[src/rtl/duck_hunt_pkg.sv]
// Shared types for the flash-frame light-gun path: detector state and the
// phase code the pattern generator turns into black/white frames.
package duck_hunt_pkg;

  typedef enum logic [2:0] {
    IDLE   = 3'd0,
    ARM    = 3'd1,
    BLACK  = 3'd2,
    WHITE  = 3'd3,
    REPORT = 3'd4,
    HELD   = 3'd5
  } zap_state_e;

  localparam logic [1:0] PHASE_NORMAL = 2'b00;
  localparam logic [1:0] PHASE_BLACK  = 2'b01;
  localparam logic [1:0] PHASE_WHITE  = 2'b10;

endpackage

[src/rtl/zapper_hit_detector_if.sv]
// Pattern-generator / game-logic side of the zapper hit detector.
// master = detector, slave = pattern generator + game logic.
interface zapper_hit_detector_if;
  logic       frame_start;
  logic       valid;
  logic       flash_req;
  logic [1:0] phase;
  logic       hit;
  logic       miss;
  logic       busy;

  modport master (input frame_start, valid,
                  output flash_req, phase, hit, miss, busy);
  modport slave  (output frame_start, valid,
                  input flash_req, phase, hit, miss, busy);
endinterface

[src/rtl/zapper_hit_detector_sync.sv]
// sync_debounce: SYNC_STAGES-deep synchronizer for an asynchronous gun pin,
// optionally followed by a level debouncer (USE_DEBOUNCE).
module sync_debounce #(
  parameter int SYNC_STAGES     = 2,
  parameter int DEBOUNCE_CYCLES = 50000,
  parameter bit USE_DEBOUNCE    = 1'b0
) (
  input  logic clk,
  input  logic rst_n,
  input  logic din,
  output logic dout
);

  logic [SYNC_STAGES-1:0] sync_q;

  always_ff @(posedge clk or negedge rst_n) begin
    if (!rst_n) begin
      sync_q <= '0;
    end else begin
      sync_q[0] <= din;
      for (int i = 1; i < SYNC_STAGES; i++) sync_q[i] <= sync_q[i-1];
    end
  end

  generate
    if (USE_DEBOUNCE) begin : g_deb
      localparam int DW = $clog2(DEBOUNCE_CYCLES + 1);
      logic [DW-1:0] stable_cnt;
      logic          lvl;

      // Level flips only after DEBOUNCE_CYCLES consecutive cycles of disagreement.
      always_ff @(posedge clk or negedge rst_n) begin
        if (!rst_n) begin
          stable_cnt <= '0;
          lvl        <= 1'b0;
        end else if (sync_q[SYNC_STAGES-1] == lvl) begin
          stable_cnt <= '0;
        end else if (stable_cnt == DW'(DEBOUNCE_CYCLES - 1)) begin
          stable_cnt <= '0;
          lvl        <= sync_q[SYNC_STAGES-1];
        end else begin
          stable_cnt <= stable_cnt + 1'b1;
        end
      end

      assign dout = lvl;
    end else begin : g_nodeb
      assign dout = sync_q[SYNC_STAGES-1];
    end
  endgenerate

endmodule

[src/rtl/zapper_hit_detector.sv]
// Light-gun hit detector: trigger -> black frame -> white frame -> hit/miss pulse.
// Optional trigger debouncer enabled by defining ZAPPER_TRIGGER_DEBOUNCE_EN.
module zapper_hit_detector
  import duck_hunt_pkg::*;
#(
  parameter int SYNC_STAGES     = 2,
  parameter int CNT_W           = 20,
  parameter int LIGHT_MIN       = 1000,
  parameter int DARK_MAX        = 16,
  parameter int FRAME_TIMEOUT   = 1000000,
  parameter int DEBOUNCE_CYCLES = 50000
) (
  input  logic                         clk,
  input  logic                         rst_n,
  input  logic                         trigger,
  input  logic                         light,
  zapper_hit_detector_if.master        bus
);

`ifdef ZAPPER_TRIGGER_DEBOUNCE_EN
  localparam bit TRG_DEBOUNCE = 1'b1;
`else
  localparam bit TRG_DEBOUNCE = 1'b0;
`endif

  localparam int               TMO_W    = (FRAME_TIMEOUT > 2) ? $clog2(FRAME_TIMEOUT) : 1;
  localparam logic [TMO_W-1:0] TMO_LAST = TMO_W'(FRAME_TIMEOUT - 1);
  localparam logic [CNT_W-1:0] CNT_MAX  = '1;

  logic trg_lvl, light_sync, trg_q, trg_rise;

  sync_debounce #(
    .SYNC_STAGES(SYNC_STAGES), .DEBOUNCE_CYCLES(DEBOUNCE_CYCLES), .USE_DEBOUNCE(TRG_DEBOUNCE)
  ) u_trg_sync (
    .clk(clk), .rst_n(rst_n), .din(trigger), .dout(trg_lvl)
  );

  sync_debounce #(
    .SYNC_STAGES(SYNC_STAGES), .DEBOUNCE_CYCLES(DEBOUNCE_CYCLES), .USE_DEBOUNCE(1'b0)
  ) u_light_sync (
    .clk(clk), .rst_n(rst_n), .din(light), .dout(light_sync)
  );

  assign trg_rise = trg_lvl & ~trg_q;

  zap_state_e       state, state_d;
  logic [CNT_W-1:0] cnt, cnt_d;
  logic [TMO_W-1:0] tmo, tmo_d;
  logic             dark_ok, dark_ok_d;
  logic             verdict, verdict_d;
  logic             sample, cnt_inc;

  assign sample  = bus.valid & light_sync;
  assign cnt_inc = sample && (cnt != CNT_MAX);

  always_ff @(posedge clk or negedge rst_n) begin
    if (!rst_n) begin
      state   <= IDLE;
      cnt     <= '0;
      tmo     <= '0;
      dark_ok <= 1'b0;
      verdict <= 1'b0;
      trg_q   <= 1'b0;
    end else begin
      state   <= state_d;
      cnt     <= cnt_d;
      tmo     <= tmo_d;
      dark_ok <= dark_ok_d;
      verdict <= verdict_d;
      trg_q   <= trg_lvl;
    end
  end

  // The frame_start that ends a phase is never itself counted as a sample.
  always_comb begin
    state_d   = state;
    cnt_d     = cnt;
    tmo_d     = tmo;
    dark_ok_d = dark_ok;
    verdict_d = verdict;
    case (state)
      IDLE: begin
        if (trg_rise) begin
          state_d = ARM;
          tmo_d   = '0;
        end
      end
      ARM: begin
        if (bus.frame_start) begin
          state_d = BLACK;
          cnt_d   = '0;
        end else if (tmo == TMO_LAST) begin
          state_d   = REPORT;
          verdict_d = 1'b0;
        end else begin
          tmo_d = tmo + 1'b1;
        end
      end
      BLACK: begin
        if (bus.frame_start) begin
          dark_ok_d = (32'(cnt) <= 32'(DARK_MAX));
          cnt_d     = '0;
          state_d   = WHITE;
        end else if (cnt_inc) begin
          cnt_d = cnt + 1'b1;
        end
      end
      WHITE: begin
        if (bus.frame_start) begin
          verdict_d = dark_ok && (32'(cnt) >= 32'(LIGHT_MIN));
          state_d   = REPORT;
        end else if (cnt_inc) begin
          cnt_d = cnt + 1'b1;
        end
      end
      REPORT:  state_d = HELD;
      HELD:    if (!trg_lvl) state_d = IDLE;
      default: state_d = IDLE;
    endcase
  end

  always_comb begin
    bus.phase = PHASE_NORMAL;
    case (state)
      BLACK:   bus.phase = PHASE_BLACK;
      WHITE:   bus.phase = PHASE_WHITE;
      default: bus.phase = PHASE_NORMAL;
    endcase
  end

  assign bus.flash_req = (state == ARM) || (state == BLACK) || (state == WHITE);
  assign bus.hit       = (state == REPORT) &&  verdict;
  assign bus.miss      = (state == REPORT) && !verdict;
  assign bus.busy      = (state != IDLE);

endmodule

[src/flat_wrapper.sv]
// flat-port wrapper written by rule: the top's interface ports become plain ports
module zapper_hit_detector_flat import duck_hunt_pkg::*;
#(
  parameter int SYNC_STAGES     = 2,
  parameter int CNT_W           = 20,
  parameter int LIGHT_MIN       = 1000,
  parameter int DARK_MAX        = 16,
  parameter int FRAME_TIMEOUT   = 1000000,
  parameter int DEBOUNCE_CYCLES = 50000
)
  (clk, rst_n, trigger, light, bus_frame_start, bus_valid, bus_flash_req, bus_phase, bus_hit, bus_miss, bus_busy);
  zapper_hit_detector_if bus_i ();
  input  logic clk;
  input  logic rst_n;
  input  logic trigger;
  input  logic light;
  input wire logic [$bits(bus_i.frame_start)-1:0] bus_frame_start;
  input wire logic [$bits(bus_i.valid)-1:0] bus_valid;
  output wire logic [$bits(bus_i.flash_req)-1:0] bus_flash_req;
  output wire logic [$bits(bus_i.phase)-1:0] bus_phase;
  output wire logic [$bits(bus_i.hit)-1:0] bus_hit;
  output wire logic [$bits(bus_i.miss)-1:0] bus_miss;
  output wire logic [$bits(bus_i.busy)-1:0] bus_busy;
  assign bus_i.frame_start = bus_frame_start;
  assign bus_i.valid = bus_valid;
  assign bus_flash_req = bus_i.flash_req;
  assign bus_phase = bus_i.phase;
  assign bus_hit = bus_i.hit;
  assign bus_miss = bus_i.miss;
  assign bus_busy = bus_i.busy;
  zapper_hit_detector #(.SYNC_STAGES(SYNC_STAGES), .CNT_W(CNT_W), .LIGHT_MIN(LIGHT_MIN), .DARK_MAX(DARK_MAX), .FRAME_TIMEOUT(FRAME_TIMEOUT), .DEBOUNCE_CYCLES(DEBOUNCE_CYCLES)) u_core (.clk(clk), .rst_n(rst_n), .trigger(trigger), .light(light), .bus(bus_i));
endmodule
[config.mk]
export PLATFORM = sky130hd
export DESIGN_NAME = zapper_hit_detector_flat
export DESIGN_NICKNAME = d
export VERILOG_FILES = /design/src/rtl/duck_hunt_pkg.sv /design/src/rtl/zapper_hit_detector_if.sv /design/src/rtl/zapper_hit_detector_sync.sv /design/src/rtl/zapper_hit_detector.sv /design/src/flat_wrapper.sv
export SDC_FILE = /design/constraint.sdc
export NUM_CORES = 1
export LEC_CHECK = 0
export BUFFER_PORTS_ARGS = -buffer_cell sky130_fd_sc_hd__clkbuf_2
export CAP_MARGIN = 25
export CORE_ASPECT_RATIO = 1.2
export CORE_MARGIN = 5
export CORE_UTILIZATION = 66
export CTS_CLUSTER_DIAMETER = 60
export DETAILED_ROUTE_END_ITERATION = 8
export HOLD_SLACK_MARGIN = 0.03
export PLACE_DENSITY = 0.87
export SLEW_MARGIN = 5
export SYNTH_ARGS = -nofsm -noshare
export SYNTH_HDL_FRONTEND = slang
export SYNTH_SLANG_ARGS = --single-unit
export TNS_END_PERCENT = 50
[constraint.sdc]
create_clock -name clk -period 5.5 [get_ports clk]
set_input_delay 0 -clock clk [delete_from_list [all_inputs] [get_ports clk]]
set_output_delay 0 -clock clk [all_outputs]
set_load 0.02 [all_outputs]
======== Yosys cells after proc, flatten, opt, wreduce, memory -nomap -nowiden ========
Index checks and enable logic that the tools add are counted.
word-level totals
  memories ................................ 0
  output and inout port bits .............. 6
  RAM bits ................................ 0
  memory bits (read-only) ................. 0
  bits in latches ......................... 0
  register bits ........................... 50
cells by class
  divide/modulo/power cells ............... 0
  shift-type cells ........................ 0
  $add $sub $neg .......................... 2
  reductions and logical operators ........ 17
  eq/ne operators ......................... 17
  $lt $le $gt $ge ......................... 2
  multiply operators ...................... 0
  muxes and demuxes ....................... 21
  bitwise logic cells ..................... 3
operators by type and width
  operator                                                                 count
  20-bit two-way mux                                                       7
  20-bit case mux with 3 select lines                                      1
  20-bit by 1-bit adder with 20-bit output, second input constant          2
  20-bit case mux with 2 select lines                                      1
  20-bit == test, second input constant                                    1
  20-bit by 10-bit >= comparator with 1-bit output, second input constant  1
  20-bit by 5-bit <= comparator with 1-bit output, second input constant   1
  20-bit inequality test, second input constant                            1
  3-bit two-way mux                                                        6
  3-bit case mux with 6 select lines                                       1
  2-bit inequality test, second input constant                             7
  4-bit AND reduction                                                      2
  3-bit by 2-bit == test with 1-bit output, second input constant          2
  3-bit == test, second input constant                                     2
  3-bit nonzero test                                                       2
  5-bit AND reduction                                                      1
  1-bit logical AND                                                        4
  2-bit by 1-bit inequality test with 1-bit output, second input constant  2
  2-bit case mux with 2 select lines                                       1
  2-bit nonzero test                                                       2
  3-bit by 1-bit == test with 1-bit output, second input constant          1
  3-bit zero test                                                          1
  1-bit two-way mux                                                        3
  3-bit by 2-bit inequality test with 1-bit output, second input constant  1
  other kinds (7)                                                          9

======== Depth between registers and ports, before layout ========
Gate-level depths: netlist (run 1).
  depth in word-level cells ............... 5
  mapped depth ............................ 8

======== By module ========
From an unflattened synthesis (run 1), not the netlist that was laid out.
unflattened totals
  cells, all modules ...................... 314
  area total of the unflattened synthesis .. 2826.5 um2
modules (own cells, without submodules)
  module               area each (um2)  times used  cells each
  zapper_hit_detector  2726.4           1           310
  sync_debounce        50.0             2           2

======== Worst setup path after synthesis (run 1) ========
No wires, ideal clock.
  path kind ............................... flip-flop to flip-flop
  start point ............................. reg u_core.tmo[12]
  end point ............................... reg u_core.tmo[9]
  slack ................................... 3.450 ns
  stages on the path, launching flop included .. 7
  data arrival time ....................... 1.925 ns
  period minus slack after synthesis ...... 2.050 ns
  data required time ...................... 5.375 ns
  cell sequence ........................... dfrtp_1 > or4_1 > nor4_4 > a21o_1 > buf_6 > nor4_2 > mux2_4
between the ends
  cells in the longest elaborated chain, start to end .. 3
ends and longest elaborated chain
  item                                    line                       RTL
  from (decl)                             zapper_hit_detector.sv:48  logic [TMO_W-1:0] tmo, tmo_d;
  from (signal assigned)                  zapper_hit_detector.sv:67  tmo <= tmo_d;
  20-bit == test                          zapper_hit_detector.sv:92  end else if (tmo == TMO_LAST) begin
  2-bit inequality test (no source line)  n/a
  4-bit AND reduction (no source line)    n/a
No other way between the ends.
A chain may end at the register's enable or synchronous reset.

======== Worst setup path in the final report (run 1) ========
  start point ............................. reg u_core.state[0]
  end point ............................... reg u_core.tmo[9]
between the ends
  cells in the longest elaborated chain, start to end .. 3
  elaborated cells between the ends (all ways) .. 8
  those cells by class .................... eq/ne (4); mux (1); reduce/logical (3)
ends and longest elaborated chain
  item                                                                         line                       RTL
  from (decl)                                                                  zapper_hit_detector.sv:46  zap_state_e state, state_d;
  from (signal assigned)                                                       zapper_hit_detector.sv:65  state <= state_d;
  3-bit by 1-bit == test with 1-bit output or 3-bit zero test (tied branches)  zapper_hit_detector.sv:81  case (state)
  2-bit inequality test (no source line) (tied with other cells)               n/a
  4-bit AND reduction (no source line)                                         n/a
Parallel ways exist; a longest one is shown, timed or not.

==> qor.txt, run 1 <==
outcome -> completed
Critical Path RT -> 5690 ps
YS warnings -> 0
TritonCTS buffer count -> 5
die width -> 71.2 um
# diodes -> 0
# setup viols final -> 0
Final Hold Viols -> 0
Area Overhead vs Synth -> 5.91%
Worst Hold Class -> input port to register
number of flops mapped to enable cells by yosys -> 0
synthesized instance count -> 336
number of global-route vias before repair -> 2673
hold_buf cts -> 3
clk root buf -> clkbuf_8
die area -> 5940 um^2
Slew Limit Fails -> 0
latest clock arrival within the worst-skew pair -> 300 ps
DP Wirelength -> 4550 um
CTS tree -> built
# IOs -> 12
Slew @ Worst Pin -> 736 ps
final instance area -> 3140 um^2
wire per inst -> 16.6 um
unrepaired setup endpoints after global routing -> no
Core Footprint -> 4290 um^2
vias post-DR -> 2698
total gr overflow -> 0
Tcrit/Tclk final -> 43.6%
Max-cap violations -> 0
Main synth FF type -> dfrtp_1
Routed WL -> 6650 um
Startpoint Class -> register
post-route ant nets -> 0
Data arrival, critical path -> 2590 ps
first-pass GRT wire length -> 11700 um
H-tree depth -> 2
CP endpoint kind -> register
WS Path Type -> register to register
Max clock buf depth -> 2
Final Skew -> 10.9 ps
Pre-antenna DRT Iters -> 7
Setup Fix Bufs, Post-CTS -> 0
DRC errors left -> 0
Leakage -> 1.24 nW
top cells by area, synth -> dfrtp_1 42%, a21oi_1 5.1%, nand3_1 4.2%
PwrDens -> 307 nW/um^2
GRT Overall Usage -> 23.7%
share of synthesized registers carrying an async set or reset -> 100%
Final min period -> 2400 ps
# nets final -> 354
fmax -> 0.417 GHz
Synth Cell Area -> 2960 um^2
Synthesized Nets -> 345
overall power -> 964 uW
Final Wtd Congestion -> 0.926
layout cells sized above 1 -> 7.25%
Vias/cell -> 6.73
antenna violations before repair -> 0
Distinct cells, synth -> 54
dpl cell area -> 3010 um^2
Rows -> 26
Min Hold Slack -> 102 ps
Final TNS setup -> 0 ps
worst vdd ir -> 298 uV
initial core utilization -> 69.0%
Clock Sinks -> 50
die height -> 83.4 um
max_slew headroom -> 50.7%
Mean Syn Cell Area -> 8.82 um^2
DRT iter0 DRCs -> 223
Clk pin slew, worst setup/hold paths -> 90 ps
Seq/Total Area, Yosys -> 42.2%
Synth Register Bits -> 50
Buffers on Ports -> 11
Fill cells -> 344
Synth area leader -> dfrtp_1
pin count of the biggest net entering global routing -> 51
post-cts resize count -> 0
area share of the largest cell type after synthesis -> 42.2%
crit-path max FO -> 37
==> metrics by stage <==
stage	setup WS [ps]	cells	utilization (%)
2_1_floorplan	3450	336	-
3_3_place_gp	2810	390	70.0
3_5_place_dp	2680	390	70.0
4_1_cts	2670	400	72.5
5_1_grt	2950	401	73.1
6_report	3100	401	73.1
==> synth_stat cells (all sizes together) (4+ instances only) <==
library cell / n
nand2: 32
inv: 6
or4: 14
and3: 8
o21ai: 23
dfrtp: 50
nand3b: 4
buf: 8
or3: 14
nand3: 25
nor2b: 4
nand2b: 6
nor3: 9
nand4: 8
nor4: 9
o31ai: 10
and2: 6
o211ai: 6
nor2: 19
a21oi: 30
clkbuf: 6
==> report_power, final <==
group	switching, mW	total (mW)	internal, mW	leakage (nW)
Clock	0.111	0.198	0.0878	0.0383
Sequential	0.0591	0.458	0.398	0.679
Combinational	0.201	0.308	0.107	0.526
Total	0.370	0.964	0.593	1.24
==> worst max-delay path, cell delays in order, from the launching register on <==
cell	delay, ps
dfrtp_1	600
or3b_2	510
nor3_1	330
a21o_1	270
buf_16	200
nor4_2	70
mux2_4	310
==> cell families (layout without fill, tap and decap cells) <==
| kind of cell | count (synthesis) | count (layout) | synth area share [%] |
|---|---|---|---|
| AOI/OAI and AO/OA | 90 | 90 | 18.9 |
| xor gates and xnor gates | 5 | 5 | 1.48 |
| adders and majority gates | 3 | 3 | 1.27 |
| and+or+nand+nor | 166 | 166 | 31.4 |
| buffers and inverters | 20 | 29 | 3.84 |
| muxes | 2 | 2 | 0.844 |
| DFF | 50 | 50 | 42.2 |
==> area by class of cell <==
| type | count | area (um^2) | area share, % |
|---|---|---|---|
| Multi-Input combinational cell | 266 | 1600 | 50.9 |
| Sequential cell | 50 | 1250 | 39.9 |
| Timing Repair Buffer | 16 | 120 | 3.83 |
| Clock buffer | 7 | 76.3 | 2.43 |
| Tap cell | 56 | 70.1 | 2.23 |
| Inverter | 6 | 22.5 | 0.717 |
==> final timing paths <==
path / slack [ps] / startpoint / cells after the start / endpoint
max: 3100 / u_core.state[0]$_DFFE_PN0P_ / 6 / u_core.tmo[9]$_DFFE_PN0P_
max reg2reg: 3100 / u_core.state[0]$_DFFE_PN0P_ / 6 / u_core.tmo[9]$_DFFE_PN0P_
max in group asynchronous: 4740 / rst_n / 3 / u_core.cnt[4]$_DFFE_PN0P_
min reg2reg: 360 / u_core.u_light_sync.sync_q[0]$_DFF_PN0_ / 0 / u_core.u_light_sync.sync_q[1]$_DFF_PN0_
min in group asynchronous: 330 / rst_n / 3 / u_core.tmo[15]$_DFFE_PN0P_
min: 100 / bus_frame_start / 3 / u_core.verdict$_DFFE_PN0P_
==> cell usage in the layout (no fill, tap or decap), drive strengths merged, types with 9 or more instances in the layout <==
master and n:
o21ai 23, a21oi 30, o31ai 10, nor3 9
or3 14, clkbuf 18, nand3 25, or4 14
nor2 19, dfrtp 50, nor4 9, nand2 32
==> layer usage <==
metal  vias up  GRT usage (%)  wire (um)
met1      1293           28.8       2710
met4         0           10.1        157
met3        23           4.11        244
met2        87           40.6       3540
met5         -              0          0
li1       1295              -          -
==> sequential cells by signal, summed over array words and instances, names as in the netlist <==
name                        count
u_core.cnt                     20
u_core.dark_ok                  1
u_core.state                    3
u_core.tmo                     20
u_core.trg_q                    1
u_core.u_light_sync.sync_q      2
u_core.u_trg_sync.sync_q        2
u_core.verdict                  1
No activity file was read; power rests on OpenSTA's default activity.
==> run 2, diff against run 1 <==
--- a/config.mk
+++ b/config.mk
@@ -5,15 +5,16 @@
 export SDC_FILE = /design/constraint.sdc
 export NUM_CORES = 1
 export LEC_CHECK = 0
+export ABC_AREA = 1
 export BUFFER_PORTS_ARGS = -buffer_cell sky130_fd_sc_hd__clkbuf_2
 export CAP_MARGIN = 25
 export CORE_ASPECT_RATIO = 1.2
 export CORE_MARGIN = 5
-export CORE_UTILIZATION = 66
+export CORE_UTILIZATION = 56
 export CTS_CLUSTER_DIAMETER = 60
 export DETAILED_ROUTE_END_ITERATION = 8
 export HOLD_SLACK_MARGIN = 0.03
-export PLACE_DENSITY = 0.87
+export PLACE_DENSITY = 0.79
 export SLEW_MARGIN = 5
 export SYNTH_ARGS = -nofsm -noshare
 export SYNTH_HDL_FRONTEND = slang
==> constraint.sdc (replaced) <==
create_clock -name clk -period 2.1 [get_ports clk]
set_input_delay 0 -clock clk [delete_from_list [all_inputs] [get_ports clk]]
set_output_delay 0 -clock clk [all_outputs]
set_load 0.02 [all_outputs]
==> qor.txt, run 2 <==
antenna violations before repair -> 0
die height -> 94.4 um
# nets final -> 508
Clock Sinks -> 50
DRT iter0 DRCs -> 169
Leakage -> 1.58 nW
area share of the largest cell type after synthesis -> 37.7%
Buffers on Ports -> 11
P_sw -> 1.31 mW
top cells by area, synth -> dfrtp_1 38%, nand2_1 16%, nor2_1 8.0%
Tcrit/Tclk final -> 87.2%
Seq/Total Area, Yosys -> 37.7%
dpl cell area -> 3480 um^2
unrepaired setup endpoints after global routing -> no
Flop pwr share -> 40.7%
TritonCTS buffer count -> 5
commonest non-fill, non-tap cell in the layout -> nand2_1
Synth Cell Area -> 3320 um^2
Critical Path RT -> 2310 ps
H-tree depth -> 2
wl on met1 -> 3200 um
CTS tree -> built
Area Overhead vs Synth -> 8.47%
final instance area -> 3600 um^2
clk root buf -> clkbuf_8
Startpoint Class -> register
Pint -> 1.71 mW
CP endpoint kind -> register
Main synth FF type -> dfrtp_1
Final Worst Setup Slack -> 268 ps
Max clock buf depth -> 2
post-route ant nets -> 0
# IOs -> 12
DP Wirelength -> 5910 um
worst vdd ir -> 621 uV
pin count of the biggest net entering global routing -> 51
Max-cap violations -> 0
Final min period -> 1830 ps
Synth Register Bits -> 50
latest clock arrival within the worst-skew pair -> 300 ps
Clk pin slew, worst setup/hold paths -> 90 ps
Synth area leader -> dfrtp_1
Synthesized Nets -> 486
most frequent cells in the layout -> 141 x nand2_1, 71 x nor2_1, 52 x inv_1, 50 x dfrtp_1, 39 x nand3_1
Final TNS setup -> 0 ps
wire length on met2 -> 4060 um
Final Hold Viols -> 0
max_slew headroom -> 57.4%
biggest regs -> u_core.cnt: 20 flops, u_core.tmo: 20 flops, u_core.state: 3 flops
top sig layer -> met4
total gr overflow -> 0
layout cells sized above 1 -> 12.0%
Routed WL -> 7680 um
max incr delay on CP -> 450 ps
outcome -> completed
crit-path max FO -> 11
first-pass GRT wire length -> 13500 um
wire per inst -> 13.2 um
Mean Syn Cell Area -> 6.96 um^2
overall power -> 3.02 mW
DRC errors left -> 0
Slew @ Worst Pin -> 638 ps
YS warnings -> 0
WS Path Type -> register to register
# setup viols final -> 0
GRT Overall Usage -> 22.5%
Fill cells -> 503
Final Wtd Congestion -> 0.930
Commonest cells post-synth -> 141 x nand2_1, 71 x nor2_1, 52 x inv_1
Core Footprint -> 5710 um^2
top-count cell post-synth -> nand2_1
Slew Limit Fails -> 0
Pre-antenna DRT Iters -> 4
Clock Power Share -> 19.0%
area occupied by multi-input gates -> 1810 um^2
synthesized instance count -> 477
die width -> 80.3 um
dpl ws -> 291 ps
Data arrival, critical path -> 2040 ps
cell at the slowest stage of the critical path -> dfrtp_1
post-cts resize count -> 0
Rows -> 30
Final Skew -> 6.73 ps
combinational fraction of design power -> 40.3%
CP top delay family -> buffers and inverters
CP cell instances -> inv_2 > nand2_1 > a211oi_2 > inv_1 > nand2_1 > nand2_1 > nand2_1 > inv_1
vias post-DR -> 3063
switching power share of the total -> 43.4%
# diodes -> 0
number of global-route vias before repair -> 2987
die area -> 7580 um^2
met3 WL -> 265 um
Vias/cell -> 5.28
initial core utilization -> 58.2%
share of synthesized registers carrying an async set or reset -> 100%
crit-path most repeated cell -> nand2_1
worst path bufs/invs -> 3
Distinct cells, synth -> 37
number of flops mapped to enable cells by yosys -> 0
Setup Fix Bufs, Post-CTS -> 0
Worst Hold Class -> input port to register
fmax -> 0.546 GHz
PwrDens -> 839 nW/um^2
FF/Latch Area -> 1250 um^2
hold_buf cts -> 3
==> run 2: cell count changes after synthesis, moves of 14 or more <==
cell,previous run,this run
inv_1,5,52
nor2_1,19,71
a21oi_1,30,3
or4_1,14,0
nand3_1,25,39
or3_1,14,0
nand2_1,32,141
==> run 2: stage by stage <==
stage / std cells / utilization (%) / hold slack, ps
2_1_floorplan: 477 / - / -296
3_3_place_gp: 569 / 61.0 / 110
3_5_place_dp: 569 / 61.0 / 113
4_1_cts: 580 / 63.2 / 116
5_1_grt: 580 / 63.2 / 121
6_report: 580 / 63.2 / 123
==> run 2: logic make-up (layout without fill, tap and decap cells) <==
group	after synthesis	after routing	synth area share, %
AOI/OAI and AO/OA	47	47	9.57
xor gates and xnor gates	8	8	2.11
adders and majority gates	3	3	1.13
buffers and inverters	63	86	7.98
DFF	50	50	37.7
and+or+nand+nor	306	306	41.5
==> run 2: cell type report <==
| class | count | share of cell area, % |
|---|---|---|
| clock buffer | 7 | 2.40 |
| multi-input combinational | 364 | 50.1 |
| clock inverter | 1 | 0.139 |
| sequential | 50 | 34.7 |
| tap | 80 | 2.78 |
| timing repair buffer | 22 | 4.03 |
| inverter | 56 | 5.83 |
==> run 2: per-layer routing <==
metal | up-vias | track usage [%]
met4 | 0 | 7.18
met5 | - | 0
met2 | 71 | 41.2
li1 | 1584 | -
met3 | 14 | 3.91
met1 | 1394 | 26.5
==> run 2: tightest hold or removal path: stages <==
cell and delay (ps):
clkbuf_2 170, nor2_4 90, nand3_1 80, nand2_1 50
==> run 2: path summary, 6_finish.rpt <==
kind / from / endpoint / slack [ps] / cells past startpoint
min reg2reg: u_core.u_light_sync.sync_q[0]$_DFF_PN0_ / u_core.u_light_sync.sync_q[1]$_DFF_PN0_ / 360 / 0
max reg2reg: u_core.state[2]$_DFFE_PN0P_ / u_core.cnt[13]$_DFFE_PN0P_ / 270 / 8
max in group asynchronous: rst_n / u_core.cnt[4]$_DFFE_PN0P_ / 1330 / 3
min in group asynchronous: rst_n / u_core.tmo[5]$_DFFE_PN0P_ / 330 / 3
min: bus_frame_start / u_core.tmo[1]$_DFFE_PN0P_ / 120 / 4
max: u_core.state[2]$_DFFE_PN0P_ / u_core.cnt[13]$_DFFE_PN0P_ / 270 / 8
==> run 2: power groups by stage <==
stage | clock (mW) | sequential, mW | combinational [mW]
2_1_floorplan | 0 | 1.20 | 0.918
3_3_place_gp | 0 | 1.24 | 1.19
3_5_place_dp | 0 | 1.24 | 1.22
4_1_cts | 0.596 | 1.22 | 1.22
5_1_grt | 0.650 | 1.25 | 1.35
6_report | 0.574 | 1.23 | 1.22
